`config.mk`:
```
export PLATFORM = sky130hd
export DESIGN_NAME = alu_issue_queue
export DESIGN_NICKNAME = d
export VERILOG_FILES = /design/src/rtl/alu_issue_queue.sv
export SDC_FILE = /design/constraint.sdc
export NUM_CORES = 1
export LEC_CHECK = 0
export ABC_AREA = 0
export CAP_MARGIN = 30
export CELL_PAD_IN_SITES_DETAIL_PLACEMENT = 0
export CELL_PAD_IN_SITES_GLOBAL_PLACEMENT = 1
export CORE_MARGIN = 2
export CORE_UTILIZATION = 39
export CTS_CLUSTER_SIZE = 28
export DETAILED_ROUTE_END_ITERATION = 16
export GPL_TIMING_DRIVEN = 0
export PLACE_DENSITY_LB_ADDON = 0.1
export SYNTH_ARGS = -nofsm -noshare
export SYNTH_HDL_FRONTEND = slang
export SYNTH_SLANG_ARGS = --single-unit
```
`constraint.sdc`:
```
create_clock -name clk -period 3.5 [get_ports clk]
set_clock_uncertainty 0.15 [all_clocks]
set_input_delay 0.35 -clock clk [delete_from_list [all_inputs] [get_ports clk]]
set_output_delay 0.35 -clock clk [all_outputs]
set_load 0.005 [all_outputs]
```
`src/rtl/alu_issue_queue.sv`:
```
// ALU operand queue (DEPTH-entry FIFO) plus registered result stage. Results appear 2 cycles after acceptance, 1/cycle.
// Backpressure: out_ready low stalls issue; the FIFO fills and in_ready drops when count reaches DEPTH.

// Generic FIFO with a registered head entry; pop/push may coincide.
// No internal overflow/underflow guard: the caller qualifies push_vld/pop_vld.
module fifo #(
  parameter int W     = 8,
  parameter int DEPTH = 4
) (
  input  logic                     core_clk,
  input  logic                     arst_n,
  input  logic                     push_vld,
  input  logic [W-1:0]             push_dat,
  input  logic                     pop_vld,
  output logic [W-1:0]             head_dat,
  output logic [$clog2(DEPTH):0]   count
);
  localparam int AW = $clog2(DEPTH);

  logic [W-1:0]  mem [DEPTH];
  logic [AW-1:0] wr_ptr;
  logic [AW-1:0] rd_ptr;

  // Storage carries no reset; the owner masks the head while empty.
  always_ff @(posedge core_clk) begin
    if (push_vld) mem[wr_ptr] <= push_dat;
  end

  always_ff @(posedge core_clk or negedge arst_n) begin
    if (!arst_n) begin
      wr_ptr <= '0;
      rd_ptr <= '0;
      count  <= '0;
    end else begin
      if (push_vld) wr_ptr <= wr_ptr + 1'b1;
      if (pop_vld)  rd_ptr <= rd_ptr + 1'b1;
      if (push_vld && !pop_vld)
        count <= count + 1'b1;
      else if (!push_vld && pop_vld)
        count <= count - 1'b1;
    end
  end

  assign head_dat = mem[rd_ptr];
endmodule

// Queue + result register around an external combinational ALU.
module alu_issue_queue #(
  parameter int DEPTH = 4
) (
  input  logic                   clk,
  input  logic                   reset,
  input  logic                   in_valid,
  output logic                   in_ready,
  input  logic [31:0]            in_a,
  input  logic [31:0]            in_b,
  input  logic [2:0]             in_op,
  output logic [31:0]            alu_a,
  output logic [31:0]            alu_b,
  output logic [2:0]             alu_op,
  input  logic [31:0]            alu_c,
  output logic                   out_valid,
  input  logic                   out_ready,
  output logic [31:0]            out_c,
  output logic [2:0]             out_op,
  output logic [$clog2(DEPTH):0] count,
  output logic [15:0]            done_cnt
);
  localparam int CW = $clog2(DEPTH) + 1;

  typedef struct packed {
    logic [31:0] a;
    logic [31:0] b;
    logic [2:0]  op;
  } cmd_t;

  cmd_t in_cmd;
  cmd_t head_cmd;
  logic empty;
  logic push;
  logic issue;
  logic handshake;

  assign in_cmd = '{a: in_a, b: in_b, op: in_op};

  fifo #(
    .W    ($bits(cmd_t)),
    .DEPTH(DEPTH)
  ) u_fifo (
    .core_clk(clk),
    .arst_n  (reset),
    .push_vld(push),
    .push_dat(in_cmd),
    .pop_vld (issue),
    .head_dat(head_cmd),
    .count   (count)
  );

  // No full bypass: a pop in the same cycle does not open a slot.
  assign empty     = (count == '0);
  assign in_ready  = (count != CW'(DEPTH)) && reset;
  assign push      = in_valid && in_ready;
  assign handshake = out_valid && out_ready;
  assign issue     = !empty && (!out_valid || out_ready);

  assign alu_a  = empty ? '0 : head_cmd.a;
  assign alu_b  = empty ? '0 : head_cmd.b;
  assign alu_op = empty ? '0 : head_cmd.op;

  always_ff @(posedge clk or negedge reset) begin
    if (!reset) begin
      out_valid <= 1'b0;
      out_c     <= '0;
      out_op    <= '0;
      done_cnt  <= '0;
    end else begin
      // Issue overrides the drain so a handshake plus issue leaves no bubble.
      if (issue) begin
        out_c     <= alu_c;
        out_op    <= alu_op;
        out_valid <= 1'b1;
      end else if (handshake) begin
        out_valid <= 1'b0;
      end
      if (handshake) done_cnt <= done_cnt + 1'b1;
    end
  end
endmodule

```
-- Word-level counts from Yosys, hierarchy flattened
Memories as Yosys holds them, arrays and structs flattened.
Index checks and enable logic that the tools add are counted.
- register bits: 59
- RAM bits: 268
- bits of input ports: 103
- output and inout bits: 123
- word-level logic and storage cells: 37
- memories: 1
- add/subtract/negate cells: 5
- eq/ne operators: 1
- mux-type cells: 9
- reduce and logical (&&, ||, !) cells: 14
- memories (name ; words ; bits a word ; rd ports ; clocked after Yosys merged registers in ; write ports ; RTL line ; source):
    u_fifo.mem ; 4 ; 67 ; 1 ; 0 ; 1 ; 20 ; logic [W-1:0] mem [DEPTH];
- operators with widths (cell ; number):
    2-to-1 mux 32 bit ; 2
    adder 16 x 1 -> 16 bit (second input constant) ; 1
    2-to-1 mux 3 bit ; 3
    logical AND 1 bit ; 6
    adder 2 x 1 -> 2 bit (second input constant) ; 2
    logical NOT 1 bit ; 4
    2-to-1 mux 1 bit ; 4
    nonzero test 2 bit ; 2
    adder 3 x 1 -> 3 bit (second input constant) ; 1
    logical NOT 3 bit ; 1
    inequality test 3 bit (second input constant) ; 1
    subtractor 3 x 1 -> 3 bit (second input constant) ; 1
    logical OR 1 bit ; 1

-- Depth between registers and ports, before layout
Gate-level depths: netlist (run 1).
- depth after elaboration: 7
- depth in mapped cells: 11
- mapped depth without buffers: 9

-- Hierarchy
From an unflattened synthesis (run 1), not the netlist that was laid out.
- cells, all modules: 600
- area total of the unflattened synthesis: 12573.3 um^2
- modules (own cells, without submodules) (module ; times used ; cells an instance ; area each (um^2)):
    fifo ; 1 ; 383 ; 10057.1
    alu_issue_queue ; 1 ; 217 ; 2516.2

-- Worst setup path before layout (run 1)
Ideal clock, no wire load.
- kind: register -> register
- start: register u_fifo.count[0]
- end: memory u_fifo.mem[0][0] (netlist bit), enable pin
- setup time: 433 ps
- arrival: 2429 ps
- data required time: 2917 ps
- slack: 488 ps
- stages on the path, launching flop included: 4
- period minus slack after synthesis: 3012 ps
- cells stage by stage: dfrtp_1 nor2_1 a21boi_2 and3_1
- cells in the longest elaborated chain, start to end: 5
- ends and longest elaborated chain (what ; RTL line ; source):
    start: declaration ; 16 ; output logic [$clog2(DEPTH):0] count
    start signal: assignment ; 38 ; count <= count + 1'b1;
    start signal: assignment ; 40 ; count <= count - 1'b1;
    inequality test 3 bit ; 101 ; assign in_ready = (count != CW'(DEPTH)) && reset;
    logical AND 1 bit ; 101 ;
    named net in_ready ; 54 ; output logic in_ready,
    logical AND 1 bit ; 102 ; assign push = in_valid && in_ready;
    2-to-1 mux 1 bit ; 26 ; if (push_vld) mem[wr_ptr] <= push_dat;
    2-to-1 mux 1 bit (implied by the code) ; 26 ;
    end: declaration ; 20 ;
The timed path passes the listed nets, and every way through them passes these cells.

-- Worst setup path in the final report (run 1)
- start: register u_fifo.count[2]
- end: output port alu_b[10]
- cells in the longest elaborated chain, start to end: 2
- ends and longest elaborated chain (what ; RTL line ; source):
    logical NOT 3 bit ; 100 ; assign empty = (count == '0);
    2-to-1 mux 32 bit ; 107 ; assign alu_b = empty ? '0 : head_cmd.b;
    end: declaration ; 59 ; output logic [31:0] alu_b,
No other way between the ends.

==> results of run 1 <==
==> cell type report <==
type,count,area (um2)
buffer,27,163.9
sequential,327,9524
timing repair buffer,231,2357
multi-input combinational,236,2860
clock inverter,22,212.7
clock buffer,45,955.9
tap,402,503.0
inverter,8,30.03
fill,2521,15030
==> how the worst min path moves through the flow <==
stage	start	endpoint	slack [ns]	cells past startpoint
6_report	reset	done_cnt[13]	0.28	2
3_3_place_gp	done_cnt[15]	done_cnt[15]	0.32	1
5_1_grt	in_b[15]	u_fifo.mem[2][18]	0.30	1
4_1_cts	reset	done_cnt[13]	0.28	2
3_5_place_dp	reset	done_cnt[10]	0.28	1
2_1_floorplan	reset	done_cnt[0]	-0.1	0
==> where the power goes <==
part / internal [mW] / switching, mW
Combinational: 2.76 / 1.85
Clock: 2.24 / 1.47
Sequential: 4.83 / 0.243
Total: 9.83 / 3.56
==> cell families after synthesis <==
logic type	count (synthesis)
AOI/OAI and AO/OA	3
xor gates and xnor gates	21
adders and majority gates	7
buffers and inverters	35
DFF	327
muxes	105
and+or+nand+nor	100
==> cells in the mapped netlist, drive strengths merged, types with 7 or more instances <==
cell / number
inv: 8
clkbuf: 10
nor2b: 58
xnor2: 14
xor2: 7
mux4: 67
dfrtp: 59
nand2: 8
mux2: 38
edfxtp: 268
and2b: 9
buf: 17
==> state kept, by name, indices dropped and copies added, names as in the netlist <==
| name | flops |
|---|---|
| u_fifo.rd_ptr | 2 |
| out_valid | 1 |
| out_c | 32 |
| u_fifo.count | 3 |
| u_fifo.wr_ptr | 2 |
| out_op | 3 |
| done_cnt | 16 |
| u_fifo.mem | 268 |
==> layer usage <==
| layer | wire (um) | vias up | GRT usage [%] |
|---|---|---|---|
| li1 | - | 2897 | - |
| met1 | 11080 | 3260 | 19.72 |
| met2 | 13090 | 190 | 27.38 |
| met3 | 1739 | 49 | 3.883 |
| met4 | 558 | 0 | 4.288 |
| met5 | 0 | - | 0 |
==> timing repair <==
item	CTS	global route
setup endpoints to repair	20	1
pin swaps	0	1
hold endpoints to repair	26	0
gates resized for setup	2	0
hold buffers	1	0
==> through the flow <==
step                      TNS (ns)  total power, mW  utilization (%)  setup WS [ns]
after global placement     -897.61            9.811            48.40         -3.338
after global routing             0            14.10            52.49       0.004480
after floorplan                  0            7.407                -         0.4878
after CTS                        0            13.65            52.49        0.04708
after detailed placement         0            9.881            48.76         0.2341
final                            0            13.39            52.49         0.1446
==> results.sh, run 1 <==
export IMPL_path_buf_inv=3
export IMPL_firstDrtPassIters=4
export IMPL_max_slew_margin_pct=48.11
export IMPL_hold_viol=0
export IMPL_critPathMaxStageDelay_ns=0.52
export IMPL_wirelength_um=26460
export IMPL_die_area_um2=33640
export IMPL_clock_path_buffers=3
export IMPL_synth_area_leaders="edfxtp_1, mux4_2, dfrtp_1"
export IMPL_cts_sinks=327
export IMPL_grt_overflow_total=0
export IMPL_vdd_drop_max_v=0.0004115
export IMPL_path_max_fanout=10
export IMPL_worst_pin_slew_ns=0.7783
export IMPL_synth_simple_area_share_pct=4.803
export IMPL_finalNonFillerCells=1298
export IMPL_p_per_area_nw_per_um2=806.3
export IMPL_grt_pass1_wl_um=40080
export IMPL_n_antenna_cell=0
export IMPL_critPathLaunchType="register"
export IMPL_timing_final_crit_share_pct=95.87
export IMPL_start_util_pct=39.69
export IMPL_yosysUniqueCellTypes=27
export IMPL_final_nets=978
export IMPL_timing_rr_end="u_fifo.count[2]"
export IMPL_startpoint="u_fifo.count[2]"
export IMPL_seq_area_frac_synth_pct=75.85
export IMPL_most_common_layout_cells="edfxtp_1, clkdlybuf4s50_1, mux4_2"
export IMPL_grt_max_degree=35
export IMPL_hold_ws_ns=0.2756
export IMPL_port_buffers=225
export IMPL_postRouteAntennaNets=0
export IMPL_die_w_um=183.4
export IMPL_worst_setup_path_type="register to output port"
export IMPL_via_per_inst=4.928
export IMPL_maxSlewViolCount=0
export IMPL_reg2reg_slack_ns=0.69
export IMPL_placed_area_um2=15430
export IMPL_grt_pass1_vias=7005
export IMPL_antenna_found_initial=0
export IMPL_post_cts_repair_setup_buffers=0
export IMPL_dr_total_vias=6396
export IMPL_htreeDepth=2
export IMPL_outcome="complete, no violations"
export IMPL_drt_iter0_markers=310
export IMPL_synth_top_area_share_pct=64.10
export IMPL_clk_pin_slew_ns=0.06
export IMPL_crit_chain="nor3_4 -> clkbuf_2 -> clkbuf_2 -> and2b_1 -> clkdlybuf4s50_1"
export IMPL_drc=0
export IMPL_cts_root_buffer="clkbuf_16"
export IMPL_final_area_um2=16610
export IMPL_dp_cells=1230
export IMPL_cts_tree="yes"
export IMPL_crit_family="buffers and inverters"
export IMPL_synth_top_family_by_area="multiplexers"
export IMPL_r2r_cells=11
export IMPL_dpl_hpwl_um=17330
export IMPL_p_leak_nw=5.725
export IMPL_clkLatencyLatePin_ns=0.50
export IMPL_synth_edf_count=268
export IMPL_synthMuxAreaShare_pct=15.43
export IMPL_ios=226
export IMPL_gp_congestion=0.7158
export IMPL_syn_inst=598
export IMPL_rows=65
export IMPL_fmax_mhz=298.0
export IMPL_hp_class="input port to asynchronous set/reset pin"
export IMPL_dieHeight_um=183.4
export IMPL_crit_required_ns=3.00
export IMPL_synth_adder_area_share_pct=0.7573
export IMPL_coreArea_um2=31640
export IMPL_rsz0062_at_grt="no"
export IMPL_endpoint="alu_b[10]"
export IMPL_routedWlPerCell_um=20.39
export IMPL_min_period_ns=3.355
export IMPL_critical_path_depth=5
export IMPL_cp_slowest_cell="nor3_4"
export IMPL_layout_commonest_cell="edfxtp_1"
export IMPL_drive_above_1_share_pct=20.76
export IMPL_cp_arrival_ns=2.86
export IMPL_async_flop_share_pct=18.04
export IMPL_numCtsBuffers=37
export IMPL_syn_area_per_cell_um2=21.00
export IMPL_synth_xor_area_share_pct=1.465
export IMPL_maxCapViolations=0
export IMPL_syn_num_nets=708
export IMPL_r2r_start="u_fifo.count[2]"
export IMPL_synth_main_ff_cell="edfxtp_1"
export IMPL_crit_top_cell="clkbuf_2"
export IMPL_ys_ff_latch=327
export IMPL_end_kind="output port"
export IMPL_grt_total_usage_pct=15.75
export IMPL_yosys_warnings=0
export IMPL_finalSetupViolCount=0
export IMPL_synth_compound_area_share_pct=0.1694
export IMPL_synth_area_leader_cell="edfxtp_1"
export IMPL_syn_to_final_growth_pct=32.27
export IMPL_syn_area_um2=12560
No activity file was read; power rests on OpenSTA's default activity.
==> inputs of run 2 (changes only) <==
--- a/config.mk
+++ b/config.mk
@@ -15,6 +15,7 @@
 export DETAILED_ROUTE_END_ITERATION = 16
 export GPL_TIMING_DRIVEN = 0
 export PLACE_DENSITY_LB_ADDON = 0.1
+export SLEW_MARGIN = 5
 export SYNTH_ARGS = -nofsm -noshare
 export SYNTH_HDL_FRONTEND = slang
 export SYNTH_SLANG_ARGS = --single-unit
==> results of run 2 <==
Same layout as run 1: the final DEF is identical, and so are final timing and power.
